==> src/rtl/gfau_pkg.sv <==
// rtl/gfau_pkg.sv - shared width, opcode encodings and FSM states for the GF(p) unit
package gfau_pkg;

  localparam int WIDTH = 32;

  localparam logic [1:0] OP_ADD  = 2'd0;
  localparam logic [1:0] OP_SUB  = 2'd1;
  localparam logic [1:0] OP_MULT = 2'd2;
  localparam logic [1:0] OP_DIV  = 2'd3;

  typedef enum logic [2:0] {
    S_IDLE,
    S_ADDSUB,
    S_MULT,
    S_DIV,
    S_DONE
  } state_e;

endpackage

==> src/rtl/gfau_mod_div.sv <==
// rtl/gfau_mod_div.sv - binary-inversion divider a*b^-1 mod p, one reduction step per cycle
module gfau_mod_div
  import gfau_pkg::*;
#(
  parameter int WIDTH = 32
) (
  input  logic             clk_i,
  input  logic             rst_ni,
  input  logic             start_i,
  input  logic [WIDTH-1:0] a_i,
  input  logic [WIDTH-1:0] b_i,
  input  logic [WIDTH-1:0] p_i,
  output logic             busy_o,
  output logic             done_o,
  output logic [WIDTH-1:0] result_o
);

  logic [WIDTH-1:0] u_q, v_q, x1_q, x2_q, p_q, res_q;
  logic [WIDTH-1:0] u_d, v_d, x1_d, x2_d, fin_res_d;
  logic             busy_q, done_q, fin_d;

  // x/2 mod p for odd p: add p first when x is odd so the shift is exact
  function automatic logic [WIDTH-1:0] half_mod(input logic [WIDTH-1:0] x,
                                                input logic [WIDTH-1:0] p);
    logic [WIDTH:0] t;
    t = {1'b0, x} + (x[0] ? {1'b0, p} : {(WIDTH+1){1'b0}});
    return t[WIDTH:1];
  endfunction

  // (x - y) mod p, adding p back on borrow
  function automatic logic [WIDTH-1:0] sub_mod(input logic [WIDTH-1:0] x,
                                               input logic [WIDTH-1:0] y,
                                               input logic [WIDTH-1:0] p);
    logic [WIDTH:0] d;
    d = {1'b0, x} - {1'b0, y};
    return d[WIDTH] ? d[WIDTH-1:0] + p : d[WIDTH-1:0];
  endfunction

  // One inversion step, then decide whether the stepped values end the run.
  // A zero u or v means gcd(b,p) != 1 (only with illegal operands); stop with 0.
  always_comb begin
    u_d  = u_q;
    v_d  = v_q;
    x1_d = x1_q;
    x2_d = x2_q;
    if (!u_q[0]) begin
      u_d  = u_q >> 1;
      x1_d = half_mod(x1_q, p_q);
    end else if (!v_q[0]) begin
      v_d  = v_q >> 1;
      x2_d = half_mod(x2_q, p_q);
    end else if (u_q >= v_q) begin
      u_d  = u_q - v_q;
      x1_d = sub_mod(x1_q, x2_q, p_q);
    end else begin
      v_d  = v_q - u_q;
      x2_d = sub_mod(x2_q, x1_q, p_q);
    end
    fin_d     = 1'b1;
    fin_res_d = '0;
    if (u_d == 1) begin
      fin_res_d = x1_d;
    end else if (v_d == 1) begin
      fin_res_d = x2_d;
    end else if (u_d == 0 || v_d == 0) begin
      fin_res_d = '0;
    end else begin
      fin_d = 1'b0;
    end
  end

  // Operand capture on start, trivial divisors finish at once, else step until done
  always_ff @(posedge clk_i or negedge rst_ni) begin
    if (!rst_ni) begin
      u_q    <= '0;
      v_q    <= '0;
      x1_q   <= '0;
      x2_q   <= '0;
      p_q    <= '0;
      res_q  <= '0;
      busy_q <= 1'b0;
      done_q <= 1'b0;
    end else begin
      done_q <= 1'b0;
      if (start_i) begin
        u_q  <= b_i;
        v_q  <= p_i;
        x1_q <= a_i;
        x2_q <= '0;
        p_q  <= p_i;
        if (b_i == 0 || p_i == 0) begin
          res_q  <= '0;
          done_q <= 1'b1;
          busy_q <= 1'b0;
        end else if (b_i == 1) begin
          res_q  <= a_i;
          done_q <= 1'b1;
          busy_q <= 1'b0;
        end else begin
          busy_q <= 1'b1;
        end
      end else if (busy_q) begin
        u_q  <= u_d;
        v_q  <= v_d;
        x1_q <= x1_d;
        x2_q <= x2_d;
        if (fin_d) begin
          res_q  <= fin_res_d;
          done_q <= 1'b1;
          busy_q <= 1'b0;
        end
      end
    end
  end

  assign busy_o   = busy_q;
  assign done_o   = done_q;
  assign result_o = res_q;

endmodule

==> src/rtl/gfau.sv <==
// rtl/gfau.sv - GF(p) add/sub/mult/div unit; GFAU_DIV_EN adds the inversion-based divider
module gfau
  import gfau_pkg::*;
#(
  parameter int WIDTH = 32
) (
  input  logic             i_clk,
  input  logic             i_rst,
  input  logic [WIDTH-1:0] in_0,
  input  logic [WIDTH-1:0] in_1,
  input  logic [WIDTH-1:0] prime,
  input  logic [1:0]       operation_select,
  input  logic             done_from_control,
  output logic [WIDTH-1:0] result,
  output logic             done_to_control,
  output logic             done_add,
  output logic             done_sub,
  output logic             done_mult,
  output logic             done_div
);

  localparam int CW = $clog2(WIDTH + 1);

  state_e           state_q;
  logic [WIDTH-1:0] a_q, b_q, p_q, acc_q, result_q;
  logic [1:0]       op_q;
  logic [CW-1:0]    cnt_q;
  logic             done_q;
  logic [3:0]       done_op_q;

  logic [WIDTH-1:0] addsub_d, mult_acc_d;
  logic [WIDTH:0]   sum, sum_red, diff;
  logic [WIDTH:0]   dbl, dbl_red, acc_add, acc_red;

  // Single-cycle add/sub with one conditional correction; div lands here only when disabled
  always_comb begin
    sum      = {1'b0, a_q} + {1'b0, b_q};
    sum_red  = sum - {1'b0, p_q};
    diff     = {1'b0, a_q} - {1'b0, b_q};
    addsub_d = '0;
    if (op_q == OP_ADD) begin
      addsub_d = (sum >= {1'b0, p_q}) ? sum_red[WIDTH-1:0] : sum[WIDTH-1:0];
    end else if (op_q == OP_SUB) begin
      addsub_d = diff[WIDTH] ? diff[WIDTH-1:0] + p_q : diff[WIDTH-1:0];
    end
  end

  // One MSB-first multiply iteration: acc = 2*acc mod p, then + a mod p if bit set
  always_comb begin
    dbl        = {acc_q, 1'b0};
    dbl_red    = (dbl >= {1'b0, p_q}) ? dbl - {1'b0, p_q} : dbl;
    acc_add    = dbl_red + (b_q[WIDTH-1] ? {1'b0, a_q} : {(WIDTH+1){1'b0}});
    acc_red    = (acc_add >= {1'b0, p_q}) ? acc_add - {1'b0, p_q} : acc_add;
    mult_acc_d = acc_red[WIDTH-1:0];
  end

`ifdef GFAU_DIV_EN
  logic             div_start, div_busy, div_done;
  logic [WIDTH-1:0] div_result;

  // The engine captures operands on the same edge the FSM leaves IDLE
  assign div_start = (state_q == S_IDLE) && done_from_control && (operation_select == OP_DIV);

  gfau_mod_div #(.WIDTH(WIDTH)) u_div (
    .clk_i   (i_clk),
    .rst_ni  (i_rst),
    .start_i (div_start),
    .a_i     (in_0),
    .b_i     (in_1),
    .p_i     (prime),
    .busy_o  (div_busy),
    .done_o  (div_done),
    .result_o(div_result)
  );
`endif

  // Control FSM: latch in IDLE, compute in the op state, publish result and pulses from DONE
  always_ff @(posedge i_clk or negedge i_rst) begin
    if (!i_rst) begin
      state_q   <= S_IDLE;
      a_q       <= '0;
      b_q       <= '0;
      p_q       <= '0;
      op_q      <= OP_ADD;
      acc_q     <= '0;
      cnt_q     <= '0;
      result_q  <= '0;
      done_q    <= 1'b0;
      done_op_q <= '0;
    end else begin
      done_q    <= 1'b0;
      done_op_q <= '0;
      case (state_q)
        S_IDLE: begin
          if (done_from_control) begin
            a_q   <= in_0;
            b_q   <= in_1;
            p_q   <= prime;
            op_q  <= operation_select;
            acc_q <= '0;
            cnt_q <= '0;
            if (operation_select == OP_MULT) begin
              state_q <= S_MULT;
`ifdef GFAU_DIV_EN
            end else if (operation_select == OP_DIV) begin
              state_q <= S_DIV;
`endif
            end else begin
              state_q <= S_ADDSUB;
            end
          end
        end
        S_ADDSUB: begin
          acc_q   <= addsub_d;
          state_q <= S_DONE;
        end
        S_MULT: begin
          // WIDTH iterations, then one hand-off cycle once the counter saturates
          if (cnt_q == CW'(WIDTH)) begin
            state_q <= S_DONE;
          end else begin
            acc_q <= mult_acc_d;
            b_q   <= b_q << 1;
            cnt_q <= cnt_q + CW'(1);
          end
        end
        S_DIV: begin
`ifdef GFAU_DIV_EN
          if (div_done) begin
            acc_q   <= div_result;
            state_q <= S_DONE;
          end else if (!div_busy) begin
            // engine idle without a result: never strand the controller
            state_q <= S_IDLE;
          end
`else
          state_q <= S_IDLE;
`endif
        end
        S_DONE: begin
          result_q  <= acc_q;
          done_q    <= 1'b1;
          done_op_q <= 4'b0001 << op_q;
          state_q   <= S_IDLE;
        end
        default: state_q <= S_IDLE;
      endcase
    end
  end

  assign result          = result_q;
  assign done_to_control = done_q;
  assign done_add        = done_op_q[0];
  assign done_sub        = done_op_q[1];
  assign done_mult       = done_op_q[2];
  assign done_div        = done_op_q[3];

endmodule

==> config.mk <==
export PLATFORM = sky130hd
export DESIGN_NAME = gfau
export DESIGN_NICKNAME = d
export VERILOG_FILES = /design/src/rtl/gfau_pkg.sv /design/src/rtl/gfau_mod_div.sv /design/src/rtl/gfau.sv
export SDC_FILE = /design/constraint.sdc
export NUM_CORES = 1
export LEC_CHECK = 0
export BUFFER_PORTS_ARGS = -buffer_cell sky130_fd_sc_hd__clkbuf_2
export CAP_MARGIN = 20
export CORE_ASPECT_RATIO = 1.5
export CORE_MARGIN = 2
export CORE_UTILIZATION = 39
export DETAILED_ROUTE_END_ITERATION = 16
export MAX_ROUTING_LAYER = met4
export PLACE_DENSITY_LB_ADDON = 0.25
export SLEW_MARGIN = 5
export SYNTH_ARGS = -nofsm -noshare
export SYNTH_HDL_FRONTEND = slang
export SYNTH_SLANG_ARGS = --single-unit
==> constraint.sdc <==
create_clock -name i_clk -period 7.8 [get_ports i_clk]
set_input_delay 0.78 -clock i_clk [delete_from_list [all_inputs] [get_ports i_clk]]
set_output_delay 0.78 -clock i_clk [all_outputs]
set_load 0.02 [all_outputs]
==> impl_metrics.toml <==
[outcome]
status = "finished, final reports clean"

[placement]
io_buffers = 137
gp_congestion = 1.04
dpl_cell_area_um2 = 22700
place_inst = 3444
dp_hpwl_um = 62200

[yosys]
synthArstFlopShare_pct = 100
yosysMostFrequentCell = "nand2_1"
ys_seq_elements = 176
synthesis.nets = 2890
ys_seq_area_share_pct = 21.9
syn_area_um2 = 20200
yosysUniqueCellTypes = 89
synth_common_cells = "297 x nand2_1, 225 x ha_1, 220 x a21oi_1"
syn_area_per_cell_um2 = 7.88
synthTopCellsByArea = "dfrtp_1 22%, ha_1 14%, xnor2_1 6.4%"
yosys_warnings = 0
synth_flop_cell = "dfrtp_1"
synth_top_cell_by_area = "dfrtp_1"
synth_top_cell_area_share_pct = 21.9
syn-instance-count = 2557
synth_edf_count = 0

[global_routing]
antenna_found_initial = 0
grt_max_degree = 69
grt_remaining_overflow = 0
grt_pass1_vias = 20100
grt_pass1_wl_um = 115000
gr-usage-all-layers_pct = 29.2

[die]
initial_core_util_pct = 39.3
die-area_um2 = 53600
die_x_um = 190
die_y_um = 282
rows = 102
num_io_pins = 138
core_area_um2 = 51300

[timing]
drv_slew = 0
fmaxAchievable_ghz = 0.133
finalHoldViolCount = 0
rsz0062_at_grt = "no"
slew-limit-headroom_pct = 27.2
period_needed_ns = 7.50
tightest_slew_ns = 1.09
clock_skew_ns = 0.0126
final.setup.tns_ns = 0
setup_viol_count_final = 0
fin_crit_sh_pct = 96.2

[worst_setup_path]
rrSetupSlack_ns = 0.30
cpMaxStageDelayCell = "dfrtp_1"
r2r_end = "acc_q[30]"
crit_fanout = 5
path_class = "reg -> reg"
cpPeakStageDelay_ns = 0.52
cp.arrival_ns = 7.87
crit_path_end_kind = "flop"
cp_common_cell = "a21oi_1"
ff2ff_path_depth = 33
r2r-start = "p_q[1]"
start_kind = "flop"
worstPathRequired_ns = 8.16

[min_path]
hold_class = "in -> async"

[route]
drt_iter0_markers = 1350
vias = 20200
wl_um = 76800
wire_per_inst_um = 22.1
drc = 0
vias_per_cell = 5.81
postRouteAntennaNets = 0
first_pass_iters = 5

[clock_network]
clock-sinks = 176
clkTransAtPathRegs_ns = 0.08
clk_latency_ns = 0.48
cts_max_level = 4
cts_tree = "done"
cts_hold_buf = 0
cts_buffer_depth = 2
cts_buffers = 17
cts-root-buf = "clkbuf_16"

[cells_and_area]
area_growth_pct = 16.3
drive_above_1_share_pct = 16.2
num-fill-cells = 5282
fin_cells = 3480
stdcell_area_um2 = 23400
nets = 3123

[run]
max-cap-violations = 0
-- per-layer routing --
layer / track usage, % / vias up / part of all wire (%)
li1: - / 9725 / -
met1: 34.6 / 9606 / 42
met2: 49.5 / 703 / 48
met3: 3.23 / 171 / 5.0
met4: 14.0 / 0 / 5.2
met5: - / - / 0
-- cell families (layout without fill, tap and decap cells) --
group / Yosys count / count (layout) / synth area share (%)
other: 0 / 1 / 0
XOR/XNOR: 193 / 193 / 8.42
flip-flops: 176 / 176 / 21.9
multiplexers: 112 / 112 / 5.99
AO/OA/AOI/OAI: 821 / 821 / 26.6
AND/OR/NAND/NOR: 782 / 782 / 17.9
buffers and inverters: 241 / 487 / 4.58
adder cells (fa/ha/maj): 232 / 232 / 14.7
-- state kept, by name, indices dropped and copies added, names as in the netlist --
signal and flops:
done_to_control 1, done_op_q 4, b_q 32, acc_q 32
op_q 2, p_q 32, a_q 32, cnt_q 6
result 32, state_q 3
-- cell type report --
cell class	count	area, µm²	area share, %
diodes	1	2.50	0.0107
clock buffers	17	425	1.82
clock inverters	15	201	0.860
multi-input cells	2140	15000	64.0
repair buffers	305	2000	8.54
inverters	150	563	2.40
flip-flops and latches	176	4400	18.8
well taps	676	846	3.61
-- worst max-delay path by stage --
stage                endpoint  depth (start not counted)     from
floorplan           acc_q[18]                         30  p_q[12]
global placement    acc_q[30]                         32  p_q[12]
detailed placement  acc_q[30]                         33  p_q[12]
CTS                 acc_q[30]                         33  p_q[12]
global route         acc_q[9]                         35   p_q[4]
finish              acc_q[30]                         33   p_q[1]
-- cell usage in the layout, fill, tap and decap left out, types with 12 or more instances in the layout --
cell type  instances
nand4_1           23
a211o_1           12
nor2_1           183
clkbuf_16         17
buf_4            163
o311ai_0          12
or3_1             14
o21ai_0          173
nor2b_1           25
nor3_1            48
and3_1            18
and2_1            45
nand3_1           51
dfrtp_1          176
nand2b_1          35
a21o_1            83
mux2_2            58
o21a_1            27
a21oi_1          215
o21bai_1          30
a211oi_1          31
xnor2_1          147
o31ai_1           13
o211ai_1          55
mux2i_1           51
xor2_1            44
nand2_1          296
ha_1             222
inv_1            148
clkbuf_2         136
a31oi_1           28
-- through the flow --
stage	hold WS, ns	util, %	setup slack, ns
floorplan	0.474	-	0.570
finish	0.277	45.7	0.297
global route	0.313	45.7	0.0282
CTS	0.298	45.4	0.00338
detailed placement	0.463	44.2	-0.760
global placement	0.459	44.2	-0.787
-- worst max-delay path: cells and delay by family, from the launching register on --
family / cells / cell delay [ns]
adders and majority gates: 3 / 1.03
buffers and inverters: 4 / 0.68
xor gates and xnor gates: 2 / 0.25
DFF: 1 / 0.52
muxes: 2 / 0.42
and+or+nand+nor: 1 / 0.11
AOI/OAI and AO/OA: 21 / 4.37
-- timing repair --
| action | 4_1_cts | 5_1_grt |
|---|---|---|
| gates cloned | 0 | 0 |
| gates resized for setup | 5 | 26 |
| endpoints found under the setup margin | 32 | 32 |
| pin swaps | 1 | 4 |
| buffers inserted | 1 | 2 |
Power is left out: the tool's default activity adds up to more than one toggle a clock period on the data nets, which glitch-free logic cannot reach.
